`src/rtl/divisor_secuencial_if.sv`:
```
// Handshake and operand/result bundle for the sequential divider.
// The master drives requests; the slave (the divider) returns results.
interface divisor_secuencial_if #(
  parameter int unsigned DATA_WIDTH = 32
);
  logic                  inicio;
  logic                  con_signo;
  logic [DATA_WIDTH-1:0] dividendo;
  logic [DATA_WIDTH-1:0] divisor;
  logic                  ocupado;
  logic                  listo;
  logic [DATA_WIDTH-1:0] cociente;
  logic [DATA_WIDTH-1:0] residuo;
  logic                  div_cero;

  modport master (
    output inicio, con_signo, dividendo, divisor,
    input  ocupado, listo, cociente, residuo, div_cero
  );

  modport slave (
    input  inicio, con_signo, dividendo, divisor,
    output ocupado, listo, cociente, residuo, div_cero
  );
endinterface

```
`src/rtl/divisor_secuencial.sv`:
```
// Iterative restoring divider: one shift-subtract step per cycle on operand magnitudes,
// sign correction at the end, quotient/remainder held until the next accepted request.
module divisor_secuencial #(
  parameter int unsigned DATA_WIDTH = 32
) (
  input  logic                  clk,
  input  logic                  rst,
  divisor_secuencial_if.slave   bus_io
);
  localparam int unsigned W    = DATA_WIDTH;
  localparam int unsigned CntW = $clog2(DATA_WIDTH);

  typedef enum logic [1:0] {StIdle, StCalc, StFin} state_e;

  state_e          state_q, state_d;
  logic            load_en, step_en, fin_en, ocupado;

  logic [W:0]      rem_q, rem_d;
  logic [W-1:0]    quo_q, quo_d;
  logic [W-1:0]    dvsr_q, dvsr_d;
  logic [W-1:0]    dvnd_q, dvnd_d;
  logic [CntW-1:0] cnt_q, cnt_d;
  logic            neg_quo_q, neg_quo_d;
  logic            neg_rem_q, neg_rem_d;
  logic            zero_q, zero_d;
  logic [W-1:0]    coc_q, coc_d;
  logic [W-1:0]    res_q, res_d;
  logic            dz_q, dz_d;
  logic            listo_q, listo_d;

  logic [W-1:0]    dvnd_abs, dvsr_abs;
  logic [W:0]      rem_sh;
  logic            ge;

  // FSM: state register
  always_ff @(posedge clk or posedge rst) begin
    if (rst) state_q <= StIdle;
    else     state_q <= state_d;
  end

  // FSM: next state
  always_comb begin
    state_d = state_q;
    unique case (state_q)
      StIdle:  if (bus_io.inicio) state_d = StCalc;
      StCalc:  if (cnt_q == '0) state_d = StFin;
      StFin:   state_d = StIdle;
      default: state_d = StIdle;
    endcase
  end

  // FSM: outputs
  always_comb begin
    load_en = 1'b0;
    step_en = 1'b0;
    fin_en  = 1'b0;
    ocupado = 1'b0;
    unique case (state_q)
      StIdle:  load_en = bus_io.inicio;
      StCalc:  begin step_en = 1'b1; ocupado = 1'b1; end
      StFin:   begin fin_en  = 1'b1; ocupado = 1'b1; end
      default: ;
    endcase
  end

  assign dvnd_abs = (bus_io.con_signo && bus_io.dividendo[W-1]) ? -bus_io.dividendo
                                                                 : bus_io.dividendo;
  assign dvsr_abs = (bus_io.con_signo && bus_io.divisor[W-1]) ? -bus_io.divisor
                                                               : bus_io.divisor;
  assign rem_sh   = (rem_q << 1) | {{W{1'b0}}, quo_q[W-1]};
  assign ge       = rem_sh >= {1'b0, dvsr_q};

  always_comb begin
    rem_d     = rem_q;
    quo_d     = quo_q;
    dvsr_d    = dvsr_q;
    dvnd_d    = dvnd_q;
    cnt_d     = cnt_q;
    neg_quo_d = neg_quo_q;
    neg_rem_d = neg_rem_q;
    zero_d    = zero_q;
    coc_d     = coc_q;
    res_d     = res_q;
    dz_d      = dz_q;
    listo_d   = fin_en;
    if (load_en) begin
      rem_d     = '0;
      quo_d     = dvnd_abs;
      dvsr_d    = dvsr_abs;
      dvnd_d    = bus_io.dividendo;
      neg_quo_d = bus_io.con_signo && (bus_io.dividendo[W-1] ^ bus_io.divisor[W-1]);
      neg_rem_d = bus_io.con_signo && bus_io.dividendo[W-1];
      zero_d    = (bus_io.divisor == '0);
      // Divide-by-zero still passes through one CALC cycle so listo lands two edges later.
      cnt_d     = (bus_io.divisor == '0) ? '0 : CntW'(W - 1);
    end else if (step_en) begin
      rem_d = ge ? (rem_sh - {1'b0, dvsr_q}) : rem_sh;
      quo_d = {quo_q[W-2:0], ge};
      cnt_d = cnt_q - 1'b1;
    end else if (fin_en) begin
      coc_d = zero_q ? '1 : (neg_quo_q ? -quo_q : quo_q);
      res_d = zero_q ? dvnd_q : (neg_rem_q ? -rem_q[W-1:0] : rem_q[W-1:0]);
      dz_d  = zero_q;
    end
  end

  always_ff @(posedge clk or posedge rst) begin
    if (rst) begin
      rem_q     <= '0;
      quo_q     <= '0;
      dvsr_q    <= '0;
      dvnd_q    <= '0;
      cnt_q     <= '0;
      neg_quo_q <= 1'b0;
      neg_rem_q <= 1'b0;
      zero_q    <= 1'b0;
      coc_q     <= '0;
      res_q     <= '0;
      dz_q      <= 1'b0;
      listo_q   <= 1'b0;
    end else begin
      rem_q     <= rem_d;
      quo_q     <= quo_d;
      dvsr_q    <= dvsr_d;
      dvnd_q    <= dvnd_d;
      cnt_q     <= cnt_d;
      neg_quo_q <= neg_quo_d;
      neg_rem_q <= neg_rem_d;
      zero_q    <= zero_d;
      coc_q     <= coc_d;
      res_q     <= res_d;
      dz_q      <= dz_d;
      listo_q   <= listo_d;
    end
  end

  assign bus_io.ocupado  = ocupado;
  assign bus_io.listo    = listo_q;
  assign bus_io.cociente = coc_q;
  assign bus_io.residuo  = res_q;
  assign bus_io.div_cero = dz_q;
endmodule

```
`src/flat_wrapper.sv`:
```
// flat-port wrapper written by rule: the top's interface ports become plain ports
module divisor_secuencial_flat 
#(
  parameter int unsigned DATA_WIDTH = 32
)
  (clk, rst, bus_io_inicio, bus_io_con_signo, bus_io_dividendo, bus_io_divisor, bus_io_ocupado, bus_io_listo, bus_io_cociente, bus_io_residuo, bus_io_div_cero);
  divisor_secuencial_if #(.DATA_WIDTH(DATA_WIDTH)) bus_io_i ();
  input  logic clk;
  input  logic rst;
  input wire logic [$bits(bus_io_i.inicio)-1:0] bus_io_inicio;
  input wire logic [$bits(bus_io_i.con_signo)-1:0] bus_io_con_signo;
  input wire logic [$bits(bus_io_i.dividendo)-1:0] bus_io_dividendo;
  input wire logic [$bits(bus_io_i.divisor)-1:0] bus_io_divisor;
  output wire logic [$bits(bus_io_i.ocupado)-1:0] bus_io_ocupado;
  output wire logic [$bits(bus_io_i.listo)-1:0] bus_io_listo;
  output wire logic [$bits(bus_io_i.cociente)-1:0] bus_io_cociente;
  output wire logic [$bits(bus_io_i.residuo)-1:0] bus_io_residuo;
  output wire logic [$bits(bus_io_i.div_cero)-1:0] bus_io_div_cero;
  assign bus_io_i.inicio = bus_io_inicio;
  assign bus_io_i.con_signo = bus_io_con_signo;
  assign bus_io_i.dividendo = bus_io_dividendo;
  assign bus_io_i.divisor = bus_io_divisor;
  assign bus_io_ocupado = bus_io_i.ocupado;
  assign bus_io_listo = bus_io_i.listo;
  assign bus_io_cociente = bus_io_i.cociente;
  assign bus_io_residuo = bus_io_i.residuo;
  assign bus_io_div_cero = bus_io_i.div_cero;
  divisor_secuencial #(.DATA_WIDTH(DATA_WIDTH)) u_core (.clk(clk), .rst(rst), .bus_io(bus_io_i));
endmodule
```
`config.mk`:
```
export PLATFORM = sky130hd
export DESIGN_NAME = divisor_secuencial_flat
export DESIGN_NICKNAME = d
export VERILOG_FILES = /design/src/rtl/divisor_secuencial_if.sv /design/src/rtl/divisor_secuencial.sv /design/src/flat_wrapper.sv
export SDC_FILE = /design/constraint.sdc
export NUM_CORES = 1
export LEC_CHECK = 0
export ABC_AREA = 0
export CORE_MARGIN = 2
export CORE_UTILIZATION = 35
export CTS_CLUSTER_SIZE = 30
export DETAILED_ROUTE_END_ITERATION = 8
export GPL_TIMING_DRIVEN = 1
export RECOVER_POWER = 50
export SLEW_MARGIN = 10
export SYNTH_ARGS = -nofsm -noshare
export SYNTH_HDL_FRONTEND = slang
export SYNTH_SLANG_ARGS = --single-unit
```
`constraint.sdc`:
```
create_clock -name clk -period 6.4 [get_ports clk]
set_clock_uncertainty 0.1 [all_clocks]
set_input_delay 1.28 -clock clk [delete_from_list [all_inputs] [get_ports clk]]
set_output_delay 1.28 -clock clk [all_outputs]
set_load 0.02 [all_outputs]
```
-- Yosys cells after proc, flatten, opt, wreduce, memory -nomap -nowiden
Cells that the tools add are included.
- bits in registers: 204
- input port bits: 68
- output and inout port bits: 67
- word-level logic and storage cells: 59
- $add $sub $neg: 6
- $lt $le $gt $ge: 1
- equality and inequality tests: 4
- muxes and demuxes: 21
- bitwise logic cells: 4
- reductions and logical operators: 10
- operator list (operator ; count):
    32-bit 2-to-1 mux ; 11
    32-bit negation ; 4
    33-bit by 32-bit greater-or-equal comparator with 1-bit output ; 1
    33-bit by 1-bit bitwise OR with 33-bit output ; 1
    32-bit zero test ; 1
    32-bit subtractor ; 1
    5-bit 2-to-1 mux ; 3
    5-bit zero test ; 1
    5-bit by 1-bit subtractor with 5-bit output (second input constant) ; 1
    1-bit 2-to-1 mux ; 4
    2-bit 2-to-1 mux ; 2
    2-bit case mux with 2 select lines ; 1
    1-bit logical AND ; 3
    3-bit AND reduction ; 1
    2-bit by 1-bit == test with 1-bit output (second input constant) ; 1
    2-bit == test (second input constant) ; 1
    2-bit zero test ; 1
    2-bit by 1-bit inequality test with 1-bit output (second input constant) ; 1
    2-bit inequality test (second input constant) ; 1
    1-bit NOT ; 2
    2-bit AND reduction ; 1
    2-bit nonzero test ; 1
    2-bit OR reduction ; 1
    1-bit XOR ; 1

-- Depth between registers and ports, before layout
Gate-level depths: netlist of the first run.
- depth after elaboration: 5
- gate-level depth with buffers: 13
- mapped depth without buffers: 12

-- Worst setup path before layout of the first run
No wires, ideal clock.
- path kind: in2reg
- start point: input bus_io_dividendo[12]
- end point: register u_core.quo_q[29]
- setup time: 0.083 ns
- arrival time: 3.282 ns
- required time: 6.217 ns
- slack: 2.936 ns
- cell stages on the path: 8
- path buffers: 0
- cells stage by stage: or4_1 > nor4b_1 > nand3_1 > or3b_2 > o31ai_1 > xnor2_1 > nand2_1 > o21ai_0
- cells in the longest elaborated chain, start to end: 3
- ends and longest elaborated chain (what ; line ; text):
    from (decl) ; flat_wrapper.sv:12 ; input wire logic [$bits(bus_io_i.dividendo)-1:0] bus_io_dividendo;
    32-bit negation ; divisor_secuencial.sv:66 ; assign dvnd_abs = (bus_io.con_signo && bus_io.dividendo[W-1]) ? -bus_io.dividendo
    32-bit 2-to-1 mux ; divisor_secuencial.sv:66 ;
    32-bit 2-to-1 mux ; divisor_secuencial.sv:86 ; if (load_en) begin
    to (signal assigned) ; divisor_secuencial.sv:123 ; quo_q <= quo_d;
    to (decl) ; divisor_secuencial.sv:19 ; logic [W-1:0] quo_q, quo_d;
Every way passes these cells.
A chain may end at the register's enable or synchronous reset.

-- Worst setup path in the final report of the first run
- start point: register u_core.state_q[1]
- end point: register u_core.rem_q[23]
- cells in the longest elaborated chain, start to end: 3
- elaborated cells between the ends (all ways): 6
- classes of those cells: eq/ne: 1; mux: 3; reduce/logical: 2
- ends and longest elaborated chain (what ; line ; text):
    from (decl) ; divisor_secuencial.sv:15 ; state_e state_q, state_d;
    from (signal assigned) ; divisor_secuencial.sv:37 ; if (rst) state_q <= StIdle;
    from (signal assigned) ; divisor_secuencial.sv:38 ; else state_q <= state_d;
    2-bit by 1-bit == test with 1-bit output or 2-bit zero test (tied branches) ; divisor_secuencial.sv:58 ; unique case (state_q)
    1-bit 2-to-1 mux ; divisor_secuencial.sv:58 ;
    2-bit nonzero test (no source line) or 32-bit 2-to-1 mux (tied branches) ; -- ;
    to (signal assigned) ; divisor_secuencial.sv:122 ; rem_q <= rem_d;
    to (decl) ; divisor_secuencial.sv:18 ; logic [W:0] rem_q, rem_d;
Parallel ways exist; a longest one is shown, timed or not.

==> flow_summary.toml, run 1 <==
[run_status]
status = "finished, violations left"
violations = "max-capacitance violations, max-slew violations"

[critical_path]
crit_family = "buffers and inverters"
cp-start-kind = "flip-flop"
worst-endpoint-required_ns = 6.75
worstPathCellList = "inv_1, ha_1, clkbuf_1, and3_1, a32oi_1, o21ai_0"
critical-path-slowest-cell = "clkbuf_1"
r2r-start = "u_core.state_q[1]$_DFFE_PP0P_"
critPathBufInv = 2
r2r_slack_ns = 1.62
r2r_end = "u_core.rem_q[23]$_DFFE_PP0P_"
crit_start = "u_core.state_q[1]$_DFFE_PP0P_"
crit_path_end_kind = "flip-flop"
crit_fanout = 53
arrival_ns = 5.13
r2r_cells = 6
cpPeakStageDelay_ns = 2.05
path_class = "flip-flop to flip-flop"

[cells_and_area]
area_growth_pct = 19.2
layout_common_cells = "nand2_1, dfrtp_1, o21ai_0"
nNetsFinal = 1697
drive_above_1_share_pct = 5.24
antenna_cells = 0
layout_commonest_cell = "nand2_1"

[sta]
rsz0062_at_grt = "false"
worstMarginPinSlew_ns = 2.85
slew-limit-headroom_pct = -90.1
min_period_over_period_pct = 74.6
setup_violations = 0
whs_ns = 0.376
drv_slew = 226
fmax_mhz = 209
final.setup.tns_ns = 0
hold_viol = 0
timing.final.ws_setup_ns = 1.62
fin_crit_ns = 4.78

[yosys]
syn-instance-count = 1506
synth_top_area_share_pct = 39.5
yosys.area.top_type = "dfrtp_1"
yosys.area_share.adder_pct = 4.22
yosys_warnings = 0
synth_top_family_by_area = "compound AO/OA/AOI/OAI gates"
muxShareOfSynthArea_pct = 5.17
synth-seq-cells = 204
ys_seq_area_share_pct = 39.5
ys_types = 68
netlist_area_sq_um = 12900
synth_nets = 1617
synth_area_per_cell_sq_um = 8.59
synth_xor_area_share_pct = 9.75
async_flop_share_pct = 100
synth-edff-count = 0
synth_compound_area_share_pct = 19.7
ys.flop_type = "dfrtp_1"
yosys-top-cells-area = "dfrtp_1, nand2_1, o21ai_0"
synth_simple_gate_area_share_pct = 17.4

[clock_tree]
clk_latency_ns = 0.55
h-tree-depth = 1
cts_tree = "built"
numCtsBuffers = 25
post_cts_buffers = 0
cts.repair.resized = 0
root_buffer = "clkbuf_16"
cts.sinks = 204
cts_hold_buffers = 0
cts.clk_slew.worst_paths_ns = 0.06
clockBufferDepth = 3

[pwr]
totalPowerFinal_mw = 7.29
p_clk_share_pct = 19.7
switching_share_pct = 44.4
cellPowerDensity_nw_per_um2 = 473
power_frac_seq_pct = 30.2
p_leak_nw = 6.69
peakVddDrop_uv = 293
netSwitchingPower_mw = 3.24
internal_power_mw = 4.05
p_comb_share_pct = 50.1

[hold_path]
worstHoldPathCells = 2
min_to = "u_core.dvnd_q[0]$_DFFE_PP0P_"
hp-start = "u_core.dvnd_q[0]$_DFFE_PP0P_"
hold_path_class = "flip-flop to flip-flop"

[grt]
grt_pass1_vias = 10600
grt_max_degree = 146
grt_use_total_pct = 18.4
grt_pass1_wl_microns = 57700
overflow = 0
antenna_found_initial = 0

[routing]
ant_nets = 0
routed_wl_microns = 35400
vias_per_cell = 5.23
firstDrtPassIters = 5
via_count = 10800
drcViolationCount = 0
avgRoutedWirePerCell_microns = 17.1
drt_iter0_markers = 600

[die]
io_pins = 135
start_util_pct = 35.4
rows = 70
core_area_sq_um = 36500
fp.dieH_microns = 196
fp.dieW_microns = 196
die_area_sq_um = 38500

[placement]
dp_hpwl_microns = 25700
port_buffers = 134
place_congestion = 0.857
pre_cts_ws_ns = 1.73

[job]
maxCapViolCount = 4
## worst register-to-register path, cell delays in order, from the launching register on
cell and delay, ns:
dfrtp_1 0.40, inv_1 0.12, ha_1 1.39, clkbuf_1 2.06, and3_1 0.40, a32oi_1 0.07, o21ai_0 0.16
## layout make-up
| class | count | area [sq um] |
|---|---|---|
| Timing Repair Buffer | 143 | 1410 |
| Inverter | 59 | 223 |
| Sequential cell | 204 | 5100 |
| Tap cell | 468 | 586 |
| Multi-Input combinational cell | 1153 | 7260 |
| Clock buffer | 34 | 709 |
| Fill cell | 3664 | 21100 |
| Clock inverter | 9 | 118 |
## how the worst max path moves through the flow
| stage | endpoint | slack [ns] | depth (start not counted) |
|---|---|---|---|
| floorplan | u_core.bus_io.cociente[0]$_DFFE_PP0P_ | 2.38 | 1 |
| global placement | u_core.quo_q[26]$_DFFE_PP0P_ | 1.80 | 9 |
| detailed placement | u_core.quo_q[26]$_DFFE_PP0P_ | 1.73 | 9 |
| CTS | u_core.quo_q[26]$_DFFE_PP0P_ | 2.31 | 9 |
| global route | u_core.cnt_q[2]$_DFFE_PP0P_ | 1.13 | 6 |
| finish | u_core.rem_q[23]$_DFFE_PP0P_ | 1.62 | 6 |
## per-stage QoR
step | cell area, sq um | util [%] | std cells
after detailed placement | 14600 | 40.0 | 2027
after CTS | 15400 | 42.3 | 2070
final | 15400 | 42.2 | 2070
after floorplan | 12900 | - | 1506
after global routing | 15400 | 42.2 | 2070
after global placement | 14600 | 40.0 | 2027
## state kept, by name (all words and copies together), names as in the netlist
| name | flops |
|---|---|
| u_core.quo_q | 32 |
| u_core.neg_quo_q | 1 |
| u_core.dvsr_q | 32 |
| u_core.rem_q | 32 |
| u_core.dvnd_q | 32 |
| u_core.zero_q | 1 |
| u_core.bus_io.listo | 1 |
| u_core.bus_io.cociente | 32 |
| u_core.bus_io.div_cero | 1 |
| u_core.cnt_q | 5 |
| u_core.state_q | 2 |
| u_core.bus_io.residuo | 32 |
| u_core.neg_rem_q | 1 |
## power by group through the flow
stage / Sequential [mW] / Clock, mW / Combinational (mW)
2_1_floorplan: 2.02 / 0 / 2.89
3_3_place_gp: 2.20 / 0 / 3.62
3_5_place_dp: 2.22 / 0 / 3.64
4_1_cts: 2.20 / 1.48 / 3.66
5_1_grt: 2.28 / 1.52 / 4.16
6_report: 2.20 / 1.44 / 3.65
## synthesized netlist by cell type (all sizes together), types with 28 or more instances
| cell | count |
|---|---|
| nand2 | 236 |
| dfrtp | 204 |
| o21ai | 148 |
| a21oi | 124 |
| nor2 | 87 |
| xor2 | 81 |
| clkbuf | 77 |
| xnor2 | 63 |
| inv | 59 |
| ha | 42 |
| mux2i | 42 |
| nand3 | 30 |
| o31ai | 28 |
## per-layer routing
metal,vias up,track usage (%),routed length (microns)
met5,-,0,0
met4,0,3.79,710
met3,46,1.98,1430
met2,219,29.1,15400
met1,5090,27.3,17800
li1,5472,-,-
## cell families (layout without fill, tap and decap cells)
group	after synthesis	after routing
simple gates	487	487
fa+ha+maj	43	43
compound gates	415	415
xor+xnor	144	144
mux	64	64
buf+inv	149	245
flops	204	204
No activity file was read; power rests on OpenSTA's default activity.
==> run 2: changes to the inputs <==
Clock period 6.4 ns to 4 ns, I/O delays scaled along.
==> run 2 against run 1 <==
Net effect:
- non-clock buffer count is 32 higher
- die area unchanged
- the flow still finishes with violations (max-capacitance violations, max-slew violations)
- sequential share of layout area shrank 0.58 points
- maximum frequency increased by 37%
- first-iteration DRC count rose by 21%
- highest routed layer unchanged
- hold slack worse by 0.0012 ns
==> flow_summary.toml, run 2 (synthesis gave the netlist of run 1 again) <==
[critical_path]
r2r_slack_ns = 0.51
critical-path-slowest-cell = "or4_1"
path_class = "flip-flop to flip-flop"
endpoint = "u_core.rem_q[18]$_DFFE_PP0P_"
r2r_end = "u_core.rem_q[18]$_DFFE_PP0P_"
crit_start = "u_core.rem_q[11]$_DFFE_PP0P_"
worst-endpoint-required_ns = 4.37
crit_top_cell = "a21oi_1"
r2r-start = "u_core.rem_q[11]$_DFFE_PP0P_"
cp-start-kind = "flip-flop"
cpPeakStageDelay_ns = 0.58
crit_path_end_kind = "flip-flop"
r2r_cells = 10
crit_fanout = 27
worstPathCellList = "ha_1, nand4_1, or4_1, nor3_1, a21oi_1, a31o_2, buf_4, a311oi_1, a21oi_1, a21oi_1"
arrival_ns = 3.85

[grt]
antenna_found_initial = 0
overflow = 0
grt_use_total_pct = 18.5
grt_pass1_wl_microns = 57700
grt_pass1_vias = 10400
grt_max_degree = 72

[run_status]
violations = "max-capacitance violations, max-slew violations"
status = "finished, violations left"

[pwr]
switching_share_pct = 44.1
p_leak_nw = 6.83
internal_power_mw = 6.65
cellPowerDensity_nw_per_um2 = 758
netSwitchingPower_mw = 5.25
p_comb_share_pct = 50.8
p_clk_share_pct = 19.9
power_frac_seq_pct = 29.4
peakVddDrop_uv = 381

[routing]
met1_length_microns = 17800
drt_iter0_markers = 723
drcViolationCount = 0
route.met3.wl_microns = 1580
via_count = 11100
vias_per_cell = 5.27
avgRoutedWirePerCell_microns = 17.1
routed_wl_microns = 36000
ant_nets = 0
firstDrtPassIters = 7
highest_layer = "met4"
met2_length_microns = 16000

[cells_and_area]
layout_commonest_cell = "nand2_1"
area_growth_pct = 21.4
finish.utilization_pct = 43.0
layout_common_cells = "nand2_1, dfrtp_1, o21ai_0"
final_cells = 2102
nNetsFinal = 1729
drive_above_1_share_pct = 6.79
num-fill-cells = 3641
antenna_cells = 0
final_cell_area_sq_um = 15700

[clock_tree]
cts_tree = "built"
h-tree-depth = 1
root_buffer = "clkbuf_16"
cts_hold_buffers = 0
clockBufferDepth = 3
cts.repair.resized = 0
clk_latency_ns = 0.54
post_cts_buffers = 0
numCtsBuffers = 25
cts.sinks = 204
cts.clk_slew.worst_paths_ns = 0.06

[die]
io_pins = 135
fp.dieH_microns = 196
die_area_sq_um = 38500
fp.dieW_microns = 196
core_area_sq_um = 36500
start_util_pct = 35.4
rows = 70

[sta]
hold_viol = 0
worstMarginPinSlew_ns = 2.05
final.setup.tns_ns = 0
setup_violations = 0
fin_crit_ns = 3.49
drv_slew = 72
rsz0062_at_grt = "false"
min_period_over_period_pct = 87.1
slew-limit-headroom_pct = -36.9
fmax_mhz = 287

[placement]
place_congestion = 0.905
dp_hpwl_microns = 26700
dp_cells = 2059
placedInstanceArea_sq_um = 14900
port_buffers = 134

[job]
maxCapViolCount = 2

[hold_path]
hold_path_class = "flip-flop to flip-flop"
==> run 2: changes by cell type in the layout (fill, tap and decap cells not counted), sizes merged <==
cell | previous run | this run
dlygate4sd3 | 6 | 3
clkdlybuf4s50 | 128 | 131
inv | 60 | 59
buf | 7 | 30
clkbuf | 36 | 46
bufinv | 2 | 3
clkinv | 5 | 2
clkinvlp | 1 | 3
==> run 2: worst max-delay path: cells and delay by family, from the launching register on <==
family,cells,cell delay [ns]
AO/OA/AOI/OAI,5,0.99
adder cells (fa/ha/maj),1,0.45
buffers and inverters,1,0.27
flip-flops,1,0.45
AND/OR/NAND/NOR,3,1.14
==> run 2: final cells by class <==
class                      count  area, sq um  share of cell area, %
timing repair buffer         175         1640                   10.4
tap                          468          586                   3.73
clock buffer                  35          723                   4.61
multi-input combinational   1153         7280                   46.4
inverter                      59          223                   1.42
clock inverter                 8          139                  0.885
sequential                   204         5100                   32.5
==> run 2: per-stage QoR <==
stage / power (mW) / hold WS, ns / worst slack [ns]
floorplan: 7.86 / 0.346 / 0.456
global placement: 9.45 / 0.360 / 0.206
detailed placement: 9.52 / 0.362 / 0.186
CTS: 12.0 / 0.380 / 0.499
global route: 12.9 / 0.403 / 0.258
finish: 11.9 / 0.375 / 0.514
==> run 2: routing by layer <==
layer | vias up | global-route usage [%]
li1 | 5548 | -
met4 | 0 | 3.54
met1 | 5257 | 27.1
met2 | 240 | 29.5
met3 | 43 | 2.30
met5 | - | 0
==> run 2: how the worst min path moves through the flow <==
stage / from / end / slack, ns / cells after the start
floorplan: u_core.dvnd_q[0]$_DFFE_PP0P_ / u_core.dvnd_q[0]$_DFFE_PP0P_ / 0.35 / 2
global placement: u_core.dvnd_q[6]$_DFFE_PP0P_ / u_core.dvnd_q[6]$_DFFE_PP0P_ / 0.36 / 2
detailed placement: u_core.dvnd_q[5]$_DFFE_PP0P_ / u_core.dvnd_q[5]$_DFFE_PP0P_ / 0.36 / 2
CTS: u_core.dvnd_q[17]$_DFFE_PP0P_ / u_core.dvnd_q[17]$_DFFE_PP0P_ / 0.38 / 2
global route: u_core.dvsr_q[22]$_DFFE_PP0P_ / u_core.dvsr_q[22]$_DFFE_PP0P_ / 0.40 / 2
finish: u_core.dvnd_q[17]$_DFFE_PP0P_ / u_core.dvnd_q[17]$_DFFE_PP0P_ / 0.38 / 2
==> run 2: power by group through the flow <==
stage	Sequential [mW]	Combinational [mW]	Clock [mW]
2_1_floorplan	3.24	4.62	0
3_3_place_gp	3.48	5.97	0
3_5_place_dp	3.50	6.02	0
4_1_cts	3.48	6.05	2.43
5_1_grt	3.60	6.79	2.50
6_report	3.49	6.04	2.37
==> run 3: changes to the inputs <==
Settings changed: MAX_ROUTING_LAYER from default to met4, SLEW_MARGIN 10 to 20.
==> run 3 against run 2 <==
Net effect:
- core utilization up 0.16 points
- maximum frequency down 2.1%
- the run still ends with max-capacitance violations, max-slew violations left
- setup slack worse by 0.073 ns
- combinational power about the same
- non-clock buffer count down 8
- largest cell class unchanged
- hold slack better by 0.0012 ns
- first-iteration DRC count down 17%
- total power up 2.3%
- die area unchanged
==> flow_summary.toml, run 3 (synthesis gave the netlist of run 1 again) <==
[clock_tree]
clockBufferDepth = 3
numCtsBuffers = 25
cts.repair.resized = 0
cts_hold_buffers = 0
root_buffer = "clkbuf_16"
clk_latency_ns = 0.54
cts.sinks = 204
h-tree-depth = 1
post_cts_buffers = 0
cts.clk_slew.worst_paths_ns = 0.06
cts_tree = "built"

[die]
io_pins = 135
rows = 70
start_util_pct = 35.4
die_area_sq_um = 38500
core_area_sq_um = 36500
fp.dieW_microns = 196
fp.dieH_microns = 196

[pwr]
peakVddDrop_uv = 412
netSwitchingPower_mw = 5.28
cellPowerDensity_nw_per_um2 = 773
internal_power_mw = 6.89
switching_share_pct = 43.4
p_clk_share_pct = 21.7
p_leak_nw = 6.88
p_comb_share_pct = 49.7
power_frac_seq_pct = 28.6
totalPowerFinal_mw = 12.2

[sta]
slew-limit-headroom_pct = -18.9
whs_ns = 0.376
final.setup.tns_ns = 0
min_period_over_period_pct = 89.0
rsz0062_at_grt = "false"
fmax_mhz = 281
hold_viol = 0
worstMarginPinSlew_ns = 1.78
timing.final.ws_setup_ns = 0.441
fin_crit_ns = 3.56
drv_slew = 132
setup_violations = 0

[placement]
placedInstanceArea_sq_um = 14900
pre_cts_ws_ns = 0.201
dp_cells = 2051
place_congestion = 0.892
dp_hpwl_microns = 26500
port_buffers = 134

[cells_and_area]
drive_above_1_share_pct = 7.24
layout_common_cells = "nand2_1, dfrtp_1, o21ai_0"
final_cells = 2097
layout_commonest_cell = "nand2_1"
antenna_cells = 0
final_cell_area_sq_um = 15800
finish.utilization_pct = 43.1
area_growth_pct = 21.8
nNetsFinal = 1721

[job]
maxCapViolCount = 2

[routing]
via_count = 11100
drt_iter0_markers = 603
vias_per_cell = 5.31
met2_length_microns = 16000
routed_wl_microns = 36200
ant_nets = 0
drcViolationCount = 0
highest_layer = "met4"
avgRoutedWirePerCell_microns = 17.3
firstDrtPassIters = 5
route.met3.wl_microns = 1630
met1_length_microns = 17800

[grt]
grt_pass1_vias = 10700
antenna_found_initial = 0
overflow = 0
grt_pass1_wl_microns = 58900
grt_use_total_pct = 19.3
grt_max_degree = 72

[critical_path]
crit_path_end_kind = "flip-flop"
path_class = "primary input to flip-flop"
arrival_ns = 3.93
r2r_slack_ns = 0.47
worst-endpoint-required_ns = 4.37
cp-start-kind = "primary input"
crit_fanout = 67

[hold_path]
hold_path_class = "flip-flop to flip-flop"

[run_status]
status = "finished, violations left"
violations = "max-capacitance violations, max-slew violations"
-- run 3: final cells by class --
cell class	count	area [sq um]
Clock buffer	30	694
Clock inverter	16	273
Fill cell	3645	20800
Inverter	59	223
Multi-Input combinational cell	1153	7280
Sequential cell	204	5100
Tap cell	468	586
Timing Repair Buffer	167	1590
-- run 3: metal layers --
metal  vias up  track usage (%)
met2       271             29.6
met5         -                -
met4         0             4.12
met3        51             2.49
li1       5510                -
met1      5304             27.5
-- run 3: power groups by stage --
stage	logic (mW)	clock network, mW	registers [mW]
floorplan	4.62	0	3.24
global placement	5.99	0	3.47
detailed placement	6.03	0	3.50
CTS	6.07	2.69	3.47
global route	6.82	2.78	3.59
finish	6.05	2.64	3.49
-- run 3: worst max-delay path: stages --
cell	delay, ns
clkdlybuf4s50_1	0.56
and2_0	1.07
clkbuf_2	1.09
nand2_1	0.26
nand2_1	0.12
-- run 3: worst paths after layout --
path / start / endpoint / cells after the start
worst max-delay path: bus_io_inicio / u_core.dvnd_q[13]$_DFFE_PP0P_ / 5
worst min-delay path: u_core.dvsr_q[9]$_DFFE_PP0P_ / u_core.dvsr_q[9]$_DFFE_PP0P_ / 2
worst max register to register: u_core.quo_q[31]$_DFFE_PP0P_ / u_core.rem_q[30]$_DFFE_PP0P_ / 12
worst min register to register: u_core.dvsr_q[9]$_DFFE_PP0P_ / u_core.dvsr_q[9]$_DFFE_PP0P_ / 2
max in group asynchronous: rst / u_core.dvnd_q[4]$_DFFE_PP0P_ / 3
min in group asynchronous: rst / u_core.quo_q[24]$_DFFE_PP0P_ / 2
